File: src/rtl/rd_xfr_sequencer.sv
// Read-transfer sequencer: triggers RD, waits for ENABLE_XFR, measures its length, reports the result.
// Optional macro RD_XFR_TIMEOUT_EN adds a WAIT-state timeout (result code 1).
`timescale 1ns/1ps
module rd_xfr_sequencer #(
    parameter int TRIG_WIDTH     = 4,
    parameter int XFR_BITS       = 26624,
    parameter int TIMEOUT_CYCLES = 1024
) (
    input  logic        LOCAL_CLK,
    input  logic        RESET_N,
    input  logic        ENABLE,
    input  logic        EVENT_TRIG,
    input  logic        RD_XFR,
    output logic        RD_ENABLE,
    output logic        RD_TRIGGER,
    output logic        BUSY,
    output logic        PENDING,
    output logic        XFR_DONE,
    output logic [1:0]  XFR_ERR,
    output logic [15:0] XFR_COUNT,
    output logic [2:0]  STATE_DBG
);

    typedef enum logic [2:0] {
        ST_IDLE = 3'd0,
        ST_TRIG = 3'd1,
        ST_WAIT = 3'd2,
        ST_XFER = 3'd3,
        ST_DONE = 3'd4
    } state_t;

    localparam logic [15:0] XFR_BITS_W = 16'(XFR_BITS);
    localparam logic [3:0]  TRIG_LAST  = 4'(TRIG_WIDTH - 1);

    state_t      state, state_nxt;
    logic [1:0]  done_code;
    logic        xfr_meta, xfr_sync;
    logic        wait_low;
    logic [3:0]  trig_cnt;
    logic [15:0] bit_cnt;

`ifdef RD_XFR_TIMEOUT_EN
    localparam int              TO_W    = (TIMEOUT_CYCLES > 1) ? $clog2(TIMEOUT_CYCLES) : 1;
    localparam logic [TO_W-1:0] TO_LAST = TO_W'(TIMEOUT_CYCLES - 1);
    logic [TO_W-1:0] to_cnt;
`endif

    always_ff @(posedge LOCAL_CLK or negedge RESET_N) begin
        if (!RESET_N) state <= ST_IDLE;
        else          state <= state_nxt;
    end

    // wait_low makes a rise count only after RD_XFR has been seen low inside WAIT
    always_comb begin
        state_nxt = state;
        done_code = 2'd0;
        if (!ENABLE) begin
            state_nxt = ST_IDLE;
        end else begin
            case (state)
                ST_IDLE: if (EVENT_TRIG || PENDING) state_nxt = ST_TRIG;
                ST_TRIG: if (trig_cnt == TRIG_LAST) state_nxt = ST_WAIT;
                ST_WAIT: begin
                    if (wait_low && xfr_sync) begin
                        state_nxt = ST_XFER;
                    end
`ifdef RD_XFR_TIMEOUT_EN
                    else if (to_cnt == TO_LAST) begin
                        state_nxt = ST_DONE;
                        done_code = 2'd1;
                    end
`endif
                end
                ST_XFER: begin
                    if (!xfr_sync) begin
                        state_nxt = ST_DONE;
                        done_code = (bit_cnt == XFR_BITS_W) ? 2'd0 : 2'd2;
                    end
                end
                ST_DONE: state_nxt = ST_IDLE;
                default: state_nxt = ST_IDLE;
            endcase
        end
    end

    always_ff @(posedge LOCAL_CLK or negedge RESET_N) begin
        if (!RESET_N) begin
            xfr_meta  <= 1'b0;
            xfr_sync  <= 1'b0;
            RD_ENABLE <= 1'b0;
            PENDING   <= 1'b0;
            wait_low  <= 1'b0;
            trig_cnt  <= 4'd0;
            bit_cnt   <= 16'd0;
            XFR_ERR   <= 2'd0;
            XFR_COUNT <= 16'd0;
`ifdef RD_XFR_TIMEOUT_EN
            to_cnt    <= '0;
`endif
        end else begin
            xfr_meta  <= RD_XFR;
            xfr_sync  <= xfr_meta;
            RD_ENABLE <= ENABLE;

            // In IDLE with ENABLE high a queued request is always consumed
            if (!ENABLE || state == ST_IDLE) PENDING <= 1'b0;
            else if (EVENT_TRIG)             PENDING <= 1'b1;

            if (state == ST_TRIG) trig_cnt <= trig_cnt + 4'd1;
            else                  trig_cnt <= 4'd0;

            if (state != ST_WAIT) wait_low <= 1'b0;
            else if (!xfr_sync)   wait_low <= 1'b1;

`ifdef RD_XFR_TIMEOUT_EN
            if (state == ST_WAIT) to_cnt <= to_cnt + TO_W'(1);
            else                  to_cnt <= '0;
`endif

            // The rising sample seen in WAIT is the first high bit
            if (state == ST_WAIT && state_nxt == ST_XFER)
                bit_cnt <= 16'd1;
            else if (state == ST_XFER && xfr_sync && bit_cnt != 16'hFFFF)
                bit_cnt <= bit_cnt + 16'd1;

            if (state_nxt == ST_DONE) begin
                XFR_ERR <= done_code;
                if (done_code == 2'd0) XFR_COUNT <= XFR_COUNT + 16'd1;
            end
        end
    end

    assign RD_TRIGGER = (state == ST_TRIG);
    assign BUSY       = (state != ST_IDLE);
    assign XFR_DONE   = (state == ST_DONE);
    assign STATE_DBG  = state;

endmodule

File: config.mk
export PLATFORM = sky130hd
export DESIGN_NAME = rd_xfr_sequencer
export DESIGN_NICKNAME = d
export VERILOG_FILES = /design/src/rtl/rd_xfr_sequencer.sv
export SDC_FILE = /design/constraint.sdc
export NUM_CORES = 1
export LEC_CHECK = 0
export BUFFER_PORTS_ARGS = -buffer_cell sky130_fd_sc_hd__buf_2
export CORE_UTILIZATION = 40
export CTS_BUF_LIST = sky130_fd_sc_hd__clkbuf_4 sky130_fd_sc_hd__clkbuf_8
export CTS_CLUSTER_SIZE = 24
export DETAILED_ROUTE_END_ITERATION = 6
export PLACE_DENSITY = 0.61
export SLEW_MARGIN = 25
export SYNTH_ARGS = -nofsm -noshare
export SYNTH_HDL_FRONTEND = slang
export SYNTH_SLANG_ARGS = --single-unit
export TNS_END_PERCENT = 1
File: constraint.sdc
create_clock -name LOCAL_CLK -period 4.65 [get_ports LOCAL_CLK]
set_clock_uncertainty 0.2 [all_clocks]
set_input_delay 0.93 -clock LOCAL_CLK [delete_from_list [all_inputs] [get_ports LOCAL_CLK]]
set_output_delay 0.93 -clock LOCAL_CLK [all_outputs]
set_load 0.01 [all_outputs]
**After elaboration in Yosys (flattened, before gate mapping)**

Cells that the tools add are included.

- Equality and inequality tests: 11
- Mux-type cells: 17
- $add $sub $neg: 3
- Reductions and logical operators: 13

Operators with widths:

| cell | number |
|---|---|
| 16-bit by 1-bit adder with 16-bit output, second input constant | 2 |
| 16-bit 2-to-1 mux | 2 |
| 16-bit by 15-bit equality test with 1-bit output, second input constant | 1 |
| 16-bit != test, second input constant | 1 |
| 3-bit 2-to-1 mux | 5 |
| 3-bit case mux with 4 select lines | 1 |
| 3-bit by 2-bit equality test with 1-bit output, second input constant | 3 |
| 2-bit 2-to-1 mux | 4 |
| 3-bit equality test, second input constant | 2 |
| 4-bit by 1-bit adder with 4-bit output, second input constant | 1 |
| 4-bit by 2-bit equality test with 1-bit output, second input constant | 1 |
| 1-bit logical AND | 4 |
| 1-bit 2-to-1 mux | 4 |
| 4-bit 2-to-1 mux | 1 |
| 2-bit nonzero test | 2 |
| 3-bit by 1-bit equality test with 1-bit output, second input constant | 1 |
| 3-bit zero test | 1 |
| 3-bit by 2-bit != test with 1-bit output, second input constant | 1 |
| 3-bit nonzero test | 1 |
| 2-bit zero test | 1 |
| 1-bit logical OR | 2 |
| 2-bit by 1-bit != test with 1-bit output, second input constant | 1 |
| 2-bit AND reduction | 1 |
| 1-bit zero test | 1 |

- Register bits after elaboration: 46
- Output and inout port bits: 26
- Input bits: 5
- Word-level logic and storage cells: 54

**Logic depth before layout (Yosys ltp)**

Gate-level depths: netlist (run 1).

- Word-level depth: 7
- Depth in mapped cells: 6
- Depth with buffers taken out: 6

**Worst setup path after synthesis (run 1)**

OpenSTA, ideal clock, no wires.

- Path type: reg2out
- Start point: register state[2] (netlist: STATE_DBG[2])
- End point: output port RD_TRIGGER
- Buffers on the path: 1
- Arrival time: 1.087 ns
- Setup slack: 2.433 ns
- Required time: 3.520 ns
- Cell stages (with the launch flop): 5
- Path through: dfrtp_1 -> clkbuf_4 -> nand2b_1 -> or2_2 -> inv_1

- Longest elaborated chain between the ends: 1

Ends and longest elaborated chain:

| item | line | RTL |
|---|---|---|
| from (decl) | 35 | `state_t state, state_nxt;` |
| from (signal assigned) | 50 | `else state <= state_nxt;` |
| 3-bit by 1-bit equality test with 1-bit output | 133 | `assign RD_TRIGGER = (state == ST_TRIG);` |
| to (decl) | 15 | `output logic RD_TRIGGER,` |

No other way between the ends.

**Worst setup path in the final report (run 1)**

- Start point: register state[0] (netlist: STATE_DBG[0])
- End point: output port RD_TRIGGER

Same word-level chain as after synthesis.

==> results.cfg, run 1 <==
[sta]
finalMaxSlewViolations = 0
tightest_slew_ns = 0.7350
setup_viol = 0
timing.final.crit_period_ns = 2.622
hold_viol = 0
rsz0062_at_grt = false
tns_ns = 0
fmax_ghz = 0.3814
holdWs_ns = 0.1619
min_period_over_period = 0.5638
slew_headroom = 0.5059

[floorplan]
core_area_um2 = 5507
ios = 31
core.rowCount = 27
die-area_um2 = 6028
fp.dieW_um = 77.64
initial_utilization = 0.4156
die_h_um = 77.64

[power]
vdd_drop_max_v = 0.0001150
power_mw = 0.7537
power_density_nw_per_um2 = 289.3
power_leakage_nw = 1.275

[layout]
nets = 262
drive_gt1_frac = 0.1929
syn2layout_area_growth_pct = 13.83
fillers = 547
instances_no_fill = 326
multi_input_area_um2 = 1084
antenna_cells = 0
seq_area_um2 = 1126
fin_util = 0.4731

[synthesis]
synthXorXnorAreaFrac = 0.06506
synth_simple_gate_area_frac = 0.2701
synth-seq-cells = 45
synthMuxAreaShare = 0.01367
netlist_top_cells_count = dfrtp_1, nand2_1, xor2_1, nor2_1
synth_nets = 232
syn_inst = 223
yosysMostFrequentCell = dfrtp_1
yosys_most_used_dff = dfrtp_1
async_reset_ff_frac = 1.000
synth_edf_count = 0
synthTopCellsByArea = dfrtp_1, xor2_1, nor4_1, nand3_1, nor3_1
synth_largest_area_cell = dfrtp_1
synth_area_um2 = 2288
synth_top_area_frac = 0.4921
synth_cell_types = 52
synthAdderAreaFrac = 0.02187
syn_area_per_cell_um2 = 10.26
synth_top_family_by_area = simple AND/OR/NAND/NOR gates
synth_compound_area_frac = 0.1011
seq_area_frac_synth = 0.4921
yosysWarnings = 0

[critical_path]
ff2ff_path_depth = 4
worst-setup-path-type = reg2out
critPathMaxFanout = 13
worstPathArrival_ns = 1.49
timing.rr.end = XFR_COUNT[1]
cp.required_ns = 3.52
crit_path_start_kind = flip-flop
end_kind = output port
regToRegStartpoint = STATE_DBG[1]
r2r_setup_slack_ns = 2.14

[clock_network]
clock_path_buffers = 2
cts_resized = 0
cts_setup_buffers = 0
clkLatencyLatePin_ns = 0.29
cts_buffers = 5
clkTransAtPathRegs_ns = 0.08
cts_tree = yes
hold_buffers = 0
cts_root_buffer = clkbuf_8
clock_sinks = 45
htreeDepth = 2

[place]
routabilityCongestion = 0.7869
port_buffers = 29
dpl.hpwl_um = 3248
place_inst = 318

[min_path]
hp-start = xfr_meta
min_path_type = reg2reg
min_path_cells = 0
whs_endpoint = xfr_sync

[grt]
antenna_found_initial = 0
overflow = 0
grt_max_degree = 46
first_global_vias = 1655
grt_pass1_wl_um = 7866
grtUsageTotal = 0.1640

[drt]
num_vias = 1807
drc = 0
routed_wl_um = 4628
antenna_left = 0
wl_per_cell_um = 14.20
routed_via_density = 5.543
drt_iter0_drc = 53
dr.pass1.iters = 4

[flow_run]
drv_cap = 0

[outcome]
status = finished, final reports clean
[kinds of logic (layout without fill, tap and decap cells)]
group,count (synthesis),in the layout
fa+ha+maj,4,4
simple gates,104,104
flops,45,45
buf+inv,15,46
other cells,1,1
compound gates,34,34
xor+xnor,17,17
mux,3,3
[report_power, final]
part	total [mW]	internal (mW)	switching [mW]
Clock	0.310	0.181	0.128
Combinational	0.0371	0.0134	0.0236
Sequential	0.407	0.398	0.00941
Total	0.754	0.592	0.162
[sequential cells by signal, summed over array words and instances, names as in the netlist]
name / count
PENDING: 1
trig_cnt: 4
XFR_ERR: 1
wait_low: 1
xfr_sync: 1
xfr_meta: 1
bit_cnt: 16
XFR_COUNT: 16
RD_ENABLE: 1
STATE_DBG: 3
[per-stage QoR]
stage | worst slack, ns | instance area [µm²]
after floorplan | 2.433 | 2288
after global placement | 2.024 | 2482
after detailed placement | 1.982 | 2482
after CTS | 2.016 | 2603
after global routing | 1.930 | 2605
final | 2.028 | 2605
[placed cells by master, fill, tap and decap left out, types with 2 or more instances in the layout]
cell type   n
a211oi_1    3
a21oi_1     9
a311oi_1    3
a31oi_1     2
and2_1      4
and4_1      3
buf_2      28
buf_4       2
clkbuf_8    6
dfrtp_1    45
ha_1        4
inv_1       8
mux2i_1     2
nand2_1    16
nand2b_1    2
nand3_1    12
nand4_1     9
nor2_1     13
nor3_1     12
nor4_1     11
o211a_1     2
o21ai_0     6
o31ai_1     3
or2_2       2
or3_1       3
or4_1       3
xnor2_1     3
xor2_1     14
[how the worst max path moves through the flow]
stage,startpoint,end,slack (ns),cells after the start
after floorplan,STATE_DBG[2],RD_TRIGGER,2.43,4
after CTS,STATE_DBG[0],RD_TRIGGER,2.02,4
final,STATE_DBG[0],RD_TRIGGER,2.03,4
after detailed placement,ENABLE,XFR_COUNT[1],1.98,4
after global routing,STATE_DBG[0],RD_TRIGGER,1.93,4
after global placement,ENABLE,XFR_COUNT[1],2.02,4
[metal layers]
layer | track usage | share of wire | vias up
met5 | 0 | 0 | -
met4 | 0.03962 | 0.0093 | 0
met3 | 0.04000 | 0.037 | 6
met2 | 0.2558 | 0.47 | 29
met1 | 0.2282 | 0.48 | 878
li1 | - | - | 894
[layout make-up]
class	count	area share
well taps	72	0.03458
multi-input cells	163	0.4159
clock inverters	1	0.01153
clock buffers	7	0.03458
inverters	8	0.01153
repair buffers	30	0.05956
flip-flops and latches	45	0.4323
[worst max-delay path, cell delays in order, from the launching register on]
cell and delay (ns):
dfrtp_1 0.60, nand2b_1 0.08, or2_2 0.32, inv_1 0.07, buf_2 0.12
Note: power is estimated with default switching activity, not from simulation.
==> run 2: changes to the inputs <==
--- a/config.mk
+++ b/config.mk
@@ -5,12 +5,13 @@
 export SDC_FILE = /design/constraint.sdc
 export NUM_CORES = 1
 export LEC_CHECK = 0
+export ABC_AREA = 1
 export BUFFER_PORTS_ARGS = -buffer_cell sky130_fd_sc_hd__buf_2
 export CORE_UTILIZATION = 40
 export CTS_BUF_LIST = sky130_fd_sc_hd__clkbuf_4 sky130_fd_sc_hd__clkbuf_8
 export CTS_CLUSTER_SIZE = 24
 export DETAILED_ROUTE_END_ITERATION = 6
-export PLACE_DENSITY = 0.61
+export PLACE_DENSITY = 0.62
 export SLEW_MARGIN = 25
 export SYNTH_ARGS = -nofsm -noshare
 export SYNTH_HDL_FRONTEND = slang
==> constraint.sdc (replaced) <==
create_clock -name LOCAL_CLK -period 2.4 [get_ports LOCAL_CLK]
set_clock_uncertainty 0.2 [all_clocks]
set_input_delay 0.48 -clock LOCAL_CLK [delete_from_list [all_inputs] [get_ports LOCAL_CLK]]
set_output_delay 0.48 -clock LOCAL_CLK [all_outputs]
set_load 0.01 [all_outputs]
==> run 2 against run 1 <==
Synthesized cell count grew 72%. Combinational power up 110%. Setup slack lost 1.7 ns. Non-clock buffer count is 2 higher. Sequential power is 94% higher. Core utilization shrank 0.87 points. Global-route usage rose by 0.82 points. First-iteration DRC count increased by 130%. Final cell count increased by 52%. Area after synthesis grew 16%.
==> results.cfg, run 2 <==
[sta]
min_period_over_period = 0.8584
slew_headroom = 0.6093
tightest_slew_ns = 0.5861
hold_viol = 0
setup_viol = 0
tns_ns = 0
finalMaxSlewViolations = 0
fmax_ghz = 0.4854
timing.final.crit_period_ns = 2.060
rsz0062_at_grt = false

[synthesis]
netlist_top_cells_count = nand2_1, nor2_1, inv_1, dfrtp_1, nand3_1
synth_nets = 392
synth-seq-cells = 45
syn_area_per_cell_um2 = 6.939
yosys_most_used_dff = dfrtp_1
synth_area_um2 = 2658
yosysMostFrequentCell = nand2_1
seq_area_frac_synth = 0.4237
synth_cell_types = 24
yosysWarnings = 0
synth_largest_area_cell = dfrtp_1
synthTopCellsByArea = dfrtp_1, nand2_1, nor2_1, inv_1, nand3_1
syn_inst = 383
synth_top_area_frac = 0.4237
async_reset_ff_frac = 1.000
synth_edf_count = 0

[drt]
antenna_left = 0
num_vias = 2325
routed_via_density = 4.706
drc = 0
dr.pass1.iters = 4
routed_wl_um = 5559
wl_per_cell_um = 11.25
drt_iter0_drc = 121

[layout]
nets = 425
syn2layout_area_growth_pct = 11.58
fillers = 648
drive_gt1_frac = 0.1223
fin_util = 0.4643
antenna_cells = 0
layout_commonest_cell = nand2_1
largest_registers = XFR_COUNT: 16 flops, bit_cnt: 16 flops, trig_cnt: 4 flops
layout_common_cells = nand2_1, nor2_1, inv_1, dfrtp_1, nand3_1

[clock_network]
clkTransAtPathRegs_ns = 0.09
cts_buffers = 5
clock_sinks = 45
cts_root_buffer = clkbuf_8
clock_path_buffers = 2
clkLatencyLatePin_ns = 0.30
hold_buffers = 0
cts_tree = yes
cts_setup_buffers = 0
cts_resized = 0
htreeDepth = 2

[grt]
grt_pass1_wl_um = 9873
first_global_vias = 2231
overflow = 0
antenna_found_initial = 0
grt_max_degree = 46
grtUsageTotal = 0.1722

[power]
power_density_nw_per_um2 = 454.5
vdd_drop_max_v = 0.0002325
power_leakage_nw = 1.610

[outcome]
status = finished, final reports clean

[critical_path]
worst-setup-path-type = reg2out
critPathMaxFanout = 6
worstPathArrival_ns = 1.38
end_kind = output port
crit_path_start_kind = flip-flop
cp.required_ns = 1.72

[floorplan]
die-area_um2 = 6974
fp.dieW_um = 83.51
core.rowCount = 29
ios = 31
die_h_um = 83.51
initial_utilization = 0.4161
core_area_um2 = 6386

[place]
port_buffers = 29
dpl.hpwl_um = 4087
routabilityCongestion = 0.8443

[flow_run]
drv_cap = 0

[min_path]
min_path_type = in2async
## run 2: cell types whose count changed in the layout (fill, tap and decap cells not counted), moves of 4 or more
cell	change
nor2_1	+52
nor4_1	-11
nand2_1	+93
nor2_2	+6
inv_1	+55
and2_1	-4
nor3_1	-7
a21oi_1	-5
nand3_1	+32
## run 2: worst max-delay path, stage by stage, from the launching register on
cell,delay (ns)
dfrtp_1,0.46
inv_1,0.12
nand3_1,0.22
inv_1,0.15
buf_2,0.14
## run 2: cell type report
cell class / count / area (µm²) / share of cell area
clock buffer: 6 / 76.32 / 0.02574
clock inverter: 2 / 15.01 / 0.005063
inverter: 64 / 240.2 / 0.08101
multi-input combinational: 268 / 1244 / 0.4194
sequential: 45 / 1126 / 0.3797
tap: 77 / 96.34 / 0.03249
timing repair buffer: 32 / 167.7 / 0.05654
## run 2: kinds of logic after synthesis
kind of cell | count (synthesis) | synth area share
AOI/OAI and AO/OA | 11 | 0.02260
xor gates and xnor gates | 11 | 0.03625
adders and majority gates | 4 | 0.01883
buffers and inverters | 70 | 0.1083
DFF | 45 | 0.4237
other | 1 | 0.001411
and+or+nand+nor | 241 | 0.3889
## run 2: worst paths after layout
kind	to	cells past startpoint	slack [ns]	start
min in group LOCAL_CLK	xfr_meta	1	0.08	RD_XFR
setup / recovery	RD_TRIGGER	4	0.34	STATE_DBG[1]
hold / removal	bit_cnt[12]	2	0.05	RESET_N
hold reg to reg	xfr_sync	0	0.16	xfr_meta
max in group asynchronous	bit_cnt[13]	2	1.53	RESET_N
setup reg to reg	bit_cnt[0]	8	0.36	STATE_DBG[2]
## run 2: per-stage QoR
stage | total power [mW] | instance area [µm²] | instances | setup WS, ns | hold WS [ns]
floorplan | 0.8444 | 2658 | 383 | 0.7196 | -0.01559
detailed placement | 0.8819 | 2874 | 486 | 0.2891 | 0.1498
CTS | 1.381 | 2965 | 494 | 0.3358 | 0.06946
finish | 1.348 | 2965 | 494 | 0.3398 | 0.05143
global placement | 0.8802 | 2874 | 486 | 0.3631 | 0.1327
global route | 1.417 | 2965 | 494 | 0.1765 | 0.06576
## run 2: per-layer routing
metal | wire length, µm | global-route usage
met1 | 2801 | 0.2336
met2 | 2569 | 0.2854
met3 | 166 | 0.02770
met4 | 23 | 0.04931
met5 | 0 | 0
## run 2: where the power goes
| group | internal (mW) | total (mW) | switching [mW] |
|---|---|---|---|
| sequential | 0.773 | 0.788 | 0.0157 |
| clock | 0.217 | 0.483 | 0.266 |
| combinational | 0.0251 | 0.0767 | 0.0516 |
==> run 3: changes to the inputs <==
--- a/config.mk
+++ b/config.mk
@@ -7,11 +7,13 @@
 export LEC_CHECK = 0
 export ABC_AREA = 1
 export BUFFER_PORTS_ARGS = -buffer_cell sky130_fd_sc_hd__buf_2
-export CORE_UTILIZATION = 40
+export CELL_PAD_IN_SITES_DETAIL_PLACEMENT = 1
+export CELL_PAD_IN_SITES_GLOBAL_PLACEMENT = 2
+export CORE_UTILIZATION = 30
 export CTS_BUF_LIST = sky130_fd_sc_hd__clkbuf_4 sky130_fd_sc_hd__clkbuf_8
 export CTS_CLUSTER_SIZE = 24
 export DETAILED_ROUTE_END_ITERATION = 6
-export PLACE_DENSITY = 0.62
+export PLACE_DENSITY = 0.79
 export SLEW_MARGIN = 25
 export SYNTH_ARGS = -nofsm -noshare
 export SYNTH_HDL_FRONTEND = slang
==> run 3 against run 2 <==
Core utilization fell by 10 points. First-iteration DRC count fell by 26%. Critical path depth did not move. Sequential power barely moved. Critical endpoint unchanged. Hold slack improved by 0.027 ns.
==> results.cfg, run 3 (synthesis results as in run 2) <==
[layout]
multi_input_area_um2 = 1244
layout_common_cells = nand2_1, nor2_1, inv_1, dfrtp_1, nand3_1
seq_area_um2 = 1126
finalInstanceArea_um2 = 3050
antenna_cells = 0
nets = 426
syn2layout_area_growth_pct = 14.78
largest_registers = XFR_COUNT: 16 flops, bit_cnt: 16 flops, trig_cnt: 4 flops
fin_util = 0.3639
instances_no_fill = 523
fillers = 1086
layout_commonest_cell = nand2_1
drive_gt1_frac = 0.1220

[critical_path]
cp.required_ns = 1.72
worstPathArrival_ns = 1.40
max_stage_delay_ns = 0.46
critPathMaxFanout = 6
worst-setup-path-type = reg2out
cp_slowest_cell = dfrtp_1
cp_cell_sequence = inv_1 -> nand3_1 -> inv_1 -> buf_2
crit_path_start_kind = flip-flop
ff2ff_path_depth = 8
cp_common_cell = inv_1
end_kind = output port

[drt]
drc = 0
drt_iter0_drc = 89
antenna_left = 0
wl_per_cell_um = 12.66
dr.pass1.iters = 4
num_vias = 2369
routed_wl_um = 6623
routed_via_density = 4.530

[power]
power_density_nw_per_um2 = 487.9
power_leakage_nw = 1.636
power_mw = 1.488
vdd_drop_max_v = 0.0003101

[grt]
first_global_vias = 2375
grtUsageTotal = 0.1598
antenna_found_initial = 0
overflow = 0
grt_pass1_wl_um = 11470
grt_max_degree = 28

[place]
routabilityCongestion = 0.7558
port_buffers = 29
pre_cts_ws_ns = 0.2834
dpl.hpwl_um = 5088
place_inst = 514
dpl_cell_area_um2 = 2922

[sta]
hold_viol = 0
tns_ns = 0
min_period_over_period = 0.8661
holdWs_ns = 0.07795
fmax_ghz = 0.4811
rsz0062_at_grt = false
setup_viol = 0
finalMaxSlewViolations = 0
layout_setup_ws_ns = 0.3213
timing.final.crit_period_ns = 2.079

[floorplan]
die_h_um = 96.12
core.rowCount = 33
core_area_um2 = 8382
die-area_um2 = 9239
fp.dieW_um = 96.12
ios = 31
initial_utilization = 0.3171

[flow_run]
drv_cap = 0

[clock_network]
cts_resized = 0
cts_buffers = 5
clock_sinks = 45
clock_path_buffers = 2
cts_setup_buffers = 0
cts_tree = yes
clkLatencyLatePin_ns = 0.30
clkTransAtPathRegs_ns = 0.10
cts_root_buffer = clkbuf_8
htreeDepth = 2

[min_path]
min_path_cells = 1
min_path_type = in2reg

[outcome]
status = finished, final reports clean
run 3: area by class of cell:
cell class | count | area share
repair buffers | 33 | 0.06235
multi-input cells | 268 | 0.4077
well taps | 105 | 0.04307
clock buffers | 5 | 0.02256
inverters | 64 | 0.07875
flip-flops and latches | 45 | 0.3692
clock inverters | 3 | 0.01641
run 3: metal layers:
metal / vias up / global-route usage / routed length [µm]
met5: - / 0 / 0
met3: 2 / 0.03002 / 157
met2: 25 / 0.2559 / 2979
met4: 0 / 0.03607 / 26
met1: 1113 / 0.2223 / 3459
li1: 1229 / - / -
run 3: final timing paths:
path / slack, ns / start / to
min reg2reg: 0.16 / xfr_meta / xfr_sync
min: 0.08 / RD_XFR / xfr_meta
max in group asynchronous: 1.02 / RESET_N / xfr_meta
max: 0.32 / STATE_DBG[1] / RD_TRIGGER
max reg2reg: 0.33 / STATE_DBG[2] / bit_cnt[14]
min in group asynchronous: 0.47 / RESET_N / XFR_COUNT[6]
run 3: power breakdown:
| part | internal [mW] | leakage (nW) | total (mW) | switching [mW] |
|---|---|---|---|---|
| Clock | 0.320 | 0.0603 | 0.616 | 0.296 |
| Combinational | 0.0287 | 0.985 | 0.0843 | 0.0556 |
| Sequential | 0.773 | 0.592 | 0.788 | 0.0156 |
run 3: repair_timing:
item	4_1_cts	5_1_grt
setup endpoints to repair	0	0
endpoints found under the hold margin	18	0
hold buffers	1	0
run 3: critical path, delay by kind of cell (launching register included):
| kind | cells | cell delay (ns) |
|---|---|---|
| flip-flops | 1 | 0.46 |
| buffers and inverters | 3 | 0.42 |
| AND/OR/NAND/NOR | 1 | 0.23 |
